`src/rtl/pressure_abnormality_detector.sv`:
```
// Pressure abnormality detector: classifies samples against [LOW_TH, HIGH_TH], raises a registered alarm,
// counts alarm events and keeps a sticky alarm. Define PRESSURE_PERSIST_EN to enable the persistence filter.
module pressure_abnormality_detector #(
  parameter int unsigned DATA_W  = 6,
  parameter int unsigned LOW_TH  = 8,
  parameter int unsigned HIGH_TH = 15,
  parameter int unsigned PERSIST = 2,
  parameter int unsigned CNT_W   = 8
) (
  input  logic              clk,
  input  logic              rst,
  input  logic              sample_valid,
  input  logic [DATA_W-1:0] pressureData,
  input  logic              alarm_clr,
  output logic              presureAbnormality,
  output logic              below_low,
  output logic              above_high,
  output logic [CNT_W-1:0]  abnormal_count,
  output logic              sticky_alarm
);

  if (PERSIST < 1 || PERSIST > 15) begin : g_bad_persist
    $error("PERSIST must be in 1..15");
  end

  localparam logic [DATA_W-1:0] LOW_V   = DATA_W'(LOW_TH);
  localparam logic [DATA_W-1:0] HIGH_V  = DATA_W'(HIGH_TH);
  localparam logic [CNT_W-1:0]  CNT_MAX = {CNT_W{1'b1}};

  logic is_low, is_high, is_abn;
  logic alarm_q, alarm_d;
  logic below_q, below_d;
  logic above_q, above_d;
  logic sticky_q, sticky_d;
  logic [CNT_W-1:0] count_q, count_d;
  logic rise;

  assign is_low  = (pressureData < LOW_V);
  assign is_high = (pressureData > HIGH_V);
  assign is_abn  = is_low | is_high;

`ifdef PRESSURE_PERSIST_EN
  localparam logic [3:0] PERSIST_V = 4'(PERSIST);
  logic [3:0] run_q, run_d;

  always_comb begin
    run_d = run_q;
    if (sample_valid) begin
      if (!is_abn)                run_d = '0;
      else if (run_q != PERSIST_V) run_d = run_q + 4'd1;
    end
  end

  assign alarm_d = (run_d == PERSIST_V);

  always_ff @(posedge clk) begin
    if (rst) run_q <= '0;
    else     run_q <= run_d;
  end
`else
  assign alarm_d = sample_valid ? is_abn : alarm_q;
`endif

  assign rise = alarm_d & ~alarm_q;

  // NOTE: every always_comb output gets a default first so no path leaves it unassigned (no latch).
  always_comb begin
    below_d  = below_q;
    above_d  = above_q;
    count_d  = count_q;
    sticky_d = sticky_q;
    if (sample_valid) begin
      below_d = is_low;
      above_d = is_high;
    end
    if (rise && count_q != CNT_MAX) count_d = count_q + 1'b1;
    // A rising alarm outranks a simultaneous software clear.
    if (rise)           sticky_d = 1'b1;
    else if (alarm_clr) sticky_d = 1'b0;
  end

  // NOTE: state registers use non-blocking assignments so all flops update together on the edge.
  always_ff @(posedge clk) begin
    if (rst) begin
      alarm_q  <= 1'b0;
      below_q  <= 1'b0;
      above_q  <= 1'b0;
      count_q  <= '0;
      sticky_q <= 1'b0;
    end else begin
      alarm_q  <= alarm_d;
      below_q  <= below_d;
      above_q  <= above_d;
      count_q  <= count_d;
      sticky_q <= sticky_d;
    end
  end

  assign presureAbnormality = alarm_q;
  assign below_low          = below_q;
  assign above_high         = above_q;
  assign abnormal_count     = count_q;
  assign sticky_alarm       = sticky_q;

endmodule

```
`config.mk`:
```
export PLATFORM = sky130hd
export DESIGN_NAME = pressure_abnormality_detector
export DESIGN_NICKNAME = d
export VERILOG_FILES = /design/src/rtl/pressure_abnormality_detector.sv
export SDC_FILE = /design/constraint.sdc
export NUM_CORES = 1
export LEC_CHECK = 0
export CAP_MARGIN = 30
export CORE_ASPECT_RATIO = 1.1
export CORE_MARGIN = 1.5
export CORE_UTILIZATION = 41
export DETAILED_ROUTE_END_ITERATION = 8
export PLACE_DENSITY = 0.84
export SKIP_LAST_GASP = 1
export SYNTH_ARGS = -nofsm -noshare
export SYNTH_HDL_FRONTEND = slang
export SYNTH_SLANG_ARGS = --single-unit
```
`constraint.sdc`:
```
create_clock -name clk -period 1.61 [get_ports clk]
set_input_delay 0.322 -clock clk [delete_from_list [all_inputs] [get_ports clk]]
set_output_delay 0.322 -clock clk [all_outputs]
set_load 0.02 [all_outputs]
```
Yosys cells after proc, flatten, opt, wreduce, memory -nomap -nowiden
Cells that the tools add are included.
W data, S select, Z words.
Cells by class
  $add $sub $neg: 1
  reductions and logical operators: 2
  equality and inequality tests: 1
  bitwise gates (word level): 3
  muxes and demuxes: 3
  order comparisons: 2
Operators by type and width (number)
  $add A8 B1 Y8 const B: 1
  $ne A8 B8 Y1 const B: 1
  $gt A6 B4 Y1 const B: 1
  $lt A6 B4 Y1 const B: 1
  $mux W1: 3
  $reduce_bool A2 Y1: 1
  $and A1 B1 Y1: 1
  $logic_and A1 B1 Y1: 1
  $not A1 Y1: 1
  $or A1 B1 Y1: 1
Storage, ports and cells
  input bits: 10
  logic and storage cells: 17
  bits in registers: 12

Logic depth before layout (Yosys ltp)
  depth after elaboration: 5
  gate-level depth with buffers: 5
  mapped depth without buffers: 5

Least setup slack after synthesis
Ideal clock, no wire load.
  path kind: register to register
  start: reg alarm_q, in the netlist presureAbnormality
  end: reg count_q[3], in the netlist abnormal_count[3]
  path buffers: 0
  stages on the path, launching flop included: 5
  required time: 1.487 ns
  data arrival time: 1.342 ns
  setup slack: 0.145 ns
  path through: dfxtp_1 nand2b_2 or2_4 nor3_2 mux2_1
On the way
  longest elaborated chain between the ends: 3
  elaborated cells on any way between the ends: 4
  classes of those cells: mux: 1; bitwise: 2; reduce/logical: 1
RTL lines
  start, declared: line 31  | logic alarm_q, alarm_d;
  start signal, assigned: line 91  | alarm_q <= alarm_d;
  $mux W1 or $not A1 Y1 (tied branches): line 61, 64
  $and A1 B1 Y1 *: line 64  | assign rise = alarm_d & ~alarm_q;
  $logic_and A1 B1 Y1 *: line 76  | if (rise && count_q != CNT_MAX) count_d = count_q + 1'b1;
  end signal, assigned: line 94  | count_q <= count_d;
  end, declared: line 35  | logic [CNT_W-1:0] count_q, count_d;
Every way passes the cells marked *; elsewhere a longest branch is shown, timed or not.
A chain may end at the register's enable or synchronous reset.

Final worst setup path
  start: in pressureData[4]
  end: reg count_q[3], in the netlist abnormal_count[3]
On the way
  longest elaborated chain between the ends: 5
  elaborated cells on any way between the ends: 6
  classes of those cells: order compare: 2; mux: 1; bitwise: 2; reduce/logical: 1
RTL lines
  start, declared: line 13  | input logic [DATA_W-1:0] pressureData,
  $lt A6 B4 Y1 or $gt A6 B4 Y1 (tied branches): line 38, 39
  $or A1 B1 Y1 *: line 40  | assign is_abn = is_low | is_high;
  $mux W1 *: line 61  | assign alarm_d = sample_valid ? is_abn : alarm_q;
  $and A1 B1 Y1 *: line 64
  $logic_and A1 B1 Y1 *: line 76
Marked as above.

==> reports/metrics.cfg <==
[status]
outcome=complete, no violations

[pwr]
leakagePower_nw=0.408
pwr-share-clk_pct=36.5
p_seq_share_pct=46.9
sw_frac_of_total_pct=24.9
internal-power_mw=0.506
ir_drop_mv=0.389
comb_power_share_pct=16.7
net-switching-power_mw=0.168
p_total_mw=0.674
p_per_area_mw_per_mm2=742

[clocking]
cts.htree.levels=1
max-clock-path-buffers=2
clk_latency_ns=0.28
cts_tree=done
clkSinkCount=12
root_buffer=clkbuf_4
cts-buffers-inserted=3
hold_buffers=0
clk_pin_slew_ns=0.08

[final_layout]
n_antenna_cell=0
fin_area_um2=908
area_delta_synth_final_pct=53.8
nFillCells=99
nNetsFinal=109
postLayoutCoreUtil_pct=67.3
drive_above_1_share_pct=22.7
fin_cells=113

[setup_path]
start_kind=input port
critPathCaptureType=register
required_ns=1.79
setup.worst_path.class=input port to register
worstPathArrival_ns=1.73
cp_max_fo=6

[synthesis]
ys_ff_latch=12
syn_area_um2=591
syn_nets=76
yosysSeqAreaShare_pct=40.7
yosysWarnings=0
synth_area_per_cell_um2=9.09
ys_types=29
syn_inst=65

[sta]
period_share_pct=96.5
max_freq_mhz=644
period_needed_ns=1.55
clock_skew_ns=0.00908
relSlewSlack_pct=74.3
setup_tns_ns=0
rsz0062_at_grt=false
timing.final.ws_setup_ns=0.0561
report.final.hold_viol_count=0
slew_violations=0
hold_slack_ns=0.478
setup_viol=0
worst-slew-pin-transition_ns=0.382

[drt]
route.detailed.drc=0
final_antenna_net_count=0
routedWlPerCell_um=12.6
vias=604
viasPerCell=5.35
drt_iter0_markers=9
routed_wl_um=1420
dr.pass1.iters=4

[die]
io-pin-count=22
fp.dieH_um=42.8
die_area_mm2=0.00168
die_w_um=39.2
fp-row-count=14
core_area_mm2=0.00135
start_util_pct=43.8

[place]
portBuffers=18
dp_slack_ns=-0.257
placed_area_um2=870
dpl.hpwl_um=1090
place.gp.congestion=0.884
dp.cells=109

[grt]
overflow=0
busiest_layer=met2
grt_pass1_vias=500
grt.met2_usage_pct=26.0
grt_pass1_wl_um=2190
grt_max_degree=9
gr-usage-all-layers_pct=19.0
grt_use_met1_pct=25.6
grt_antenna_before_repair=0
grt_util_met3_pct=6.28

[min_path]
hold_path_class=register to register

[flow_run]
cap_violations=0

## worst max-delay path, cell delays in order
cell             delay [ns]
clkdlybuf4s50_1        0.53
nor3b_4                0.08
or2_4                  0.26
nor3_2                 0.20
mux2_1                 0.33
## cells in the mapped netlist (all sizes together)
| cell type | n | share of area [%] |
|---|---|---|
| mux2i | 3 | 5.1 |
| o21a | 1 | 1.3 |
| a21oi | 1 | 0.85 |
| nand2 | 3 | 1.9 |
| and4 | 1 | 1.9 |
| clkbuf | 1 | 0.63 |
| and3 | 1 | 1.1 |
| nor2 | 12 | 7.6 |
| nand3 | 3 | 2.5 |
| a31oi | 1 | 1.1 |
| nand2b | 2 | 2.5 |
| mux2 | 1 | 1.9 |
| nand4 | 1 | 1.1 |
| o21ai | 1 | 0.85 |
| a211o | 1 | 1.5 |
| nor2b | 2 | 2.1 |
| or2 | 1 | 1.5 |
| nor3 | 4 | 4.2 |
| xor2 | 1 | 1.5 |
| xnor2 | 1 | 1.5 |
| a211oi | 4 | 5.1 |
| inv | 1 | 0.63 |
| a2111oi | 1 | 2.5 |
| nor3b | 1 | 3.2 |
| ha | 1 | 2.1 |
| dfxtp | 12 | 41 |
| nor4 | 3 | 3.2 |
## layer usage
metal,vias up,share of wire [%]
li1,304,-
met2,18,47
met1,280,46
met4,0,1.8
met5,-,0
met3,2,5.6
## power groups by stage
stage	combinational, mW	sequential, mW	clock, mW
after floorplan	0.0360	0.336	0
after global placement	0.112	0.323	0
after detailed placement	0.115	0.323	0
after CTS	0.112	0.316	0.258
after global routing	0.120	0.318	0.268
final	0.112	0.316	0.246
## layout by cell type (no fill, tap or decap)
cell type | netlist | routed
a2111oi_2 | 1 | 1
a211o_1 | 1 | 1
a211oi_1 | 4 | 4
a21oi_1 | 1 | 1
a31oi_1 | 1 | 1
and3_1 | 1 | 1
and4_4 | 1 | 1
buf_4 | 0 | 11
clkbuf_4 | 0 | 3
clkbuf_8 | 0 | 1
clkdlybuf4s50_1 | 0 | 9
dfxtp_1 | 12 | 12
dlygate4sd2_1 | 0 | 7
dlymetal6s2s_1 | 0 | 2
ha_1 | 1 | 1
inv_1 | 1 | 1
mux2_1 | 1 | 1
mux2i_1 | 3 | 3
nand2_1 | 3 | 3
nand2b_1 | 1 | 1
nand2b_2 | 1 | 1
nand3_1 | 3 | 3
nand4_1 | 1 | 1
nor2_1 | 12 | 12
nor2b_1 | 2 | 2
nor3_1 | 3 | 3
nor3_2 | 1 | 1
nor3b_4 | 1 | 1
nor4_1 | 3 | 2
nor4_2 | 0 | 1
o21a_1 | 1 | 1
o21ai_0 | 1 | 1
or2_4 | 1 | 1
xnor2_1 | 1 | 1
xor2_1 | 1 | 1
## path summary, 6_finish.rpt
check | startpoint | end | slack, ns | cells after the start
worst min-delay path | sticky_alarm | sticky_alarm | 0.48 | 2
worst max register to register | abnormal_count[0] | abnormal_count[1] | 0.19 | 5
worst min register to register | sticky_alarm | sticky_alarm | 0.48 | 2
worst max-delay path | pressureData[4] | abnormal_count[3] | 0.06 | 5
## cell type report
| type | count | area (um^2) | share of cell area [%] |
|---|---|---|---|
| Inverter | 1 | 3.75 | 0.413 |
| Tap cell | 16 | 20.0 | 2.20 |
| Multi-Input combinational cell | 51 | 349 | 38.4 |
| Sequential cell | 12 | 240 | 26.4 |
| Timing Repair Buffer | 29 | 259 | 28.5 |
| Clock buffer | 4 | 36.3 | 3.99 |
## cell families (layout without fill, tap and decap cells)
group,Yosys count,in the layout,share of synthesized area [%]
simple gates,34,34,32.8
flops,12,12,40.7
buf+inv,2,34,1.27
compound gates,10,10,13.1
fa+ha+maj,1,1,2.12
mux,4,4,6.99
xor+xnor,2,2,2.97
## flip-flops by register name, summed over array words and instances, names as in the netlist
| signal | flops |
|---|---|
| abnormal_count | 8 |
| above_high | 1 |
| below_low | 1 |
| presureAbnormality | 1 |
| sticky_alarm | 1 |
## timing repair
item,4_1_cts,5_1_grt
endpoints found under the setup margin,7,3
cloned,0,0
resized for setup,7,3
buffers inserted,0,0
hold endpoints to repair,0,0
Note: power is estimated with default switching activity, not from simulation.
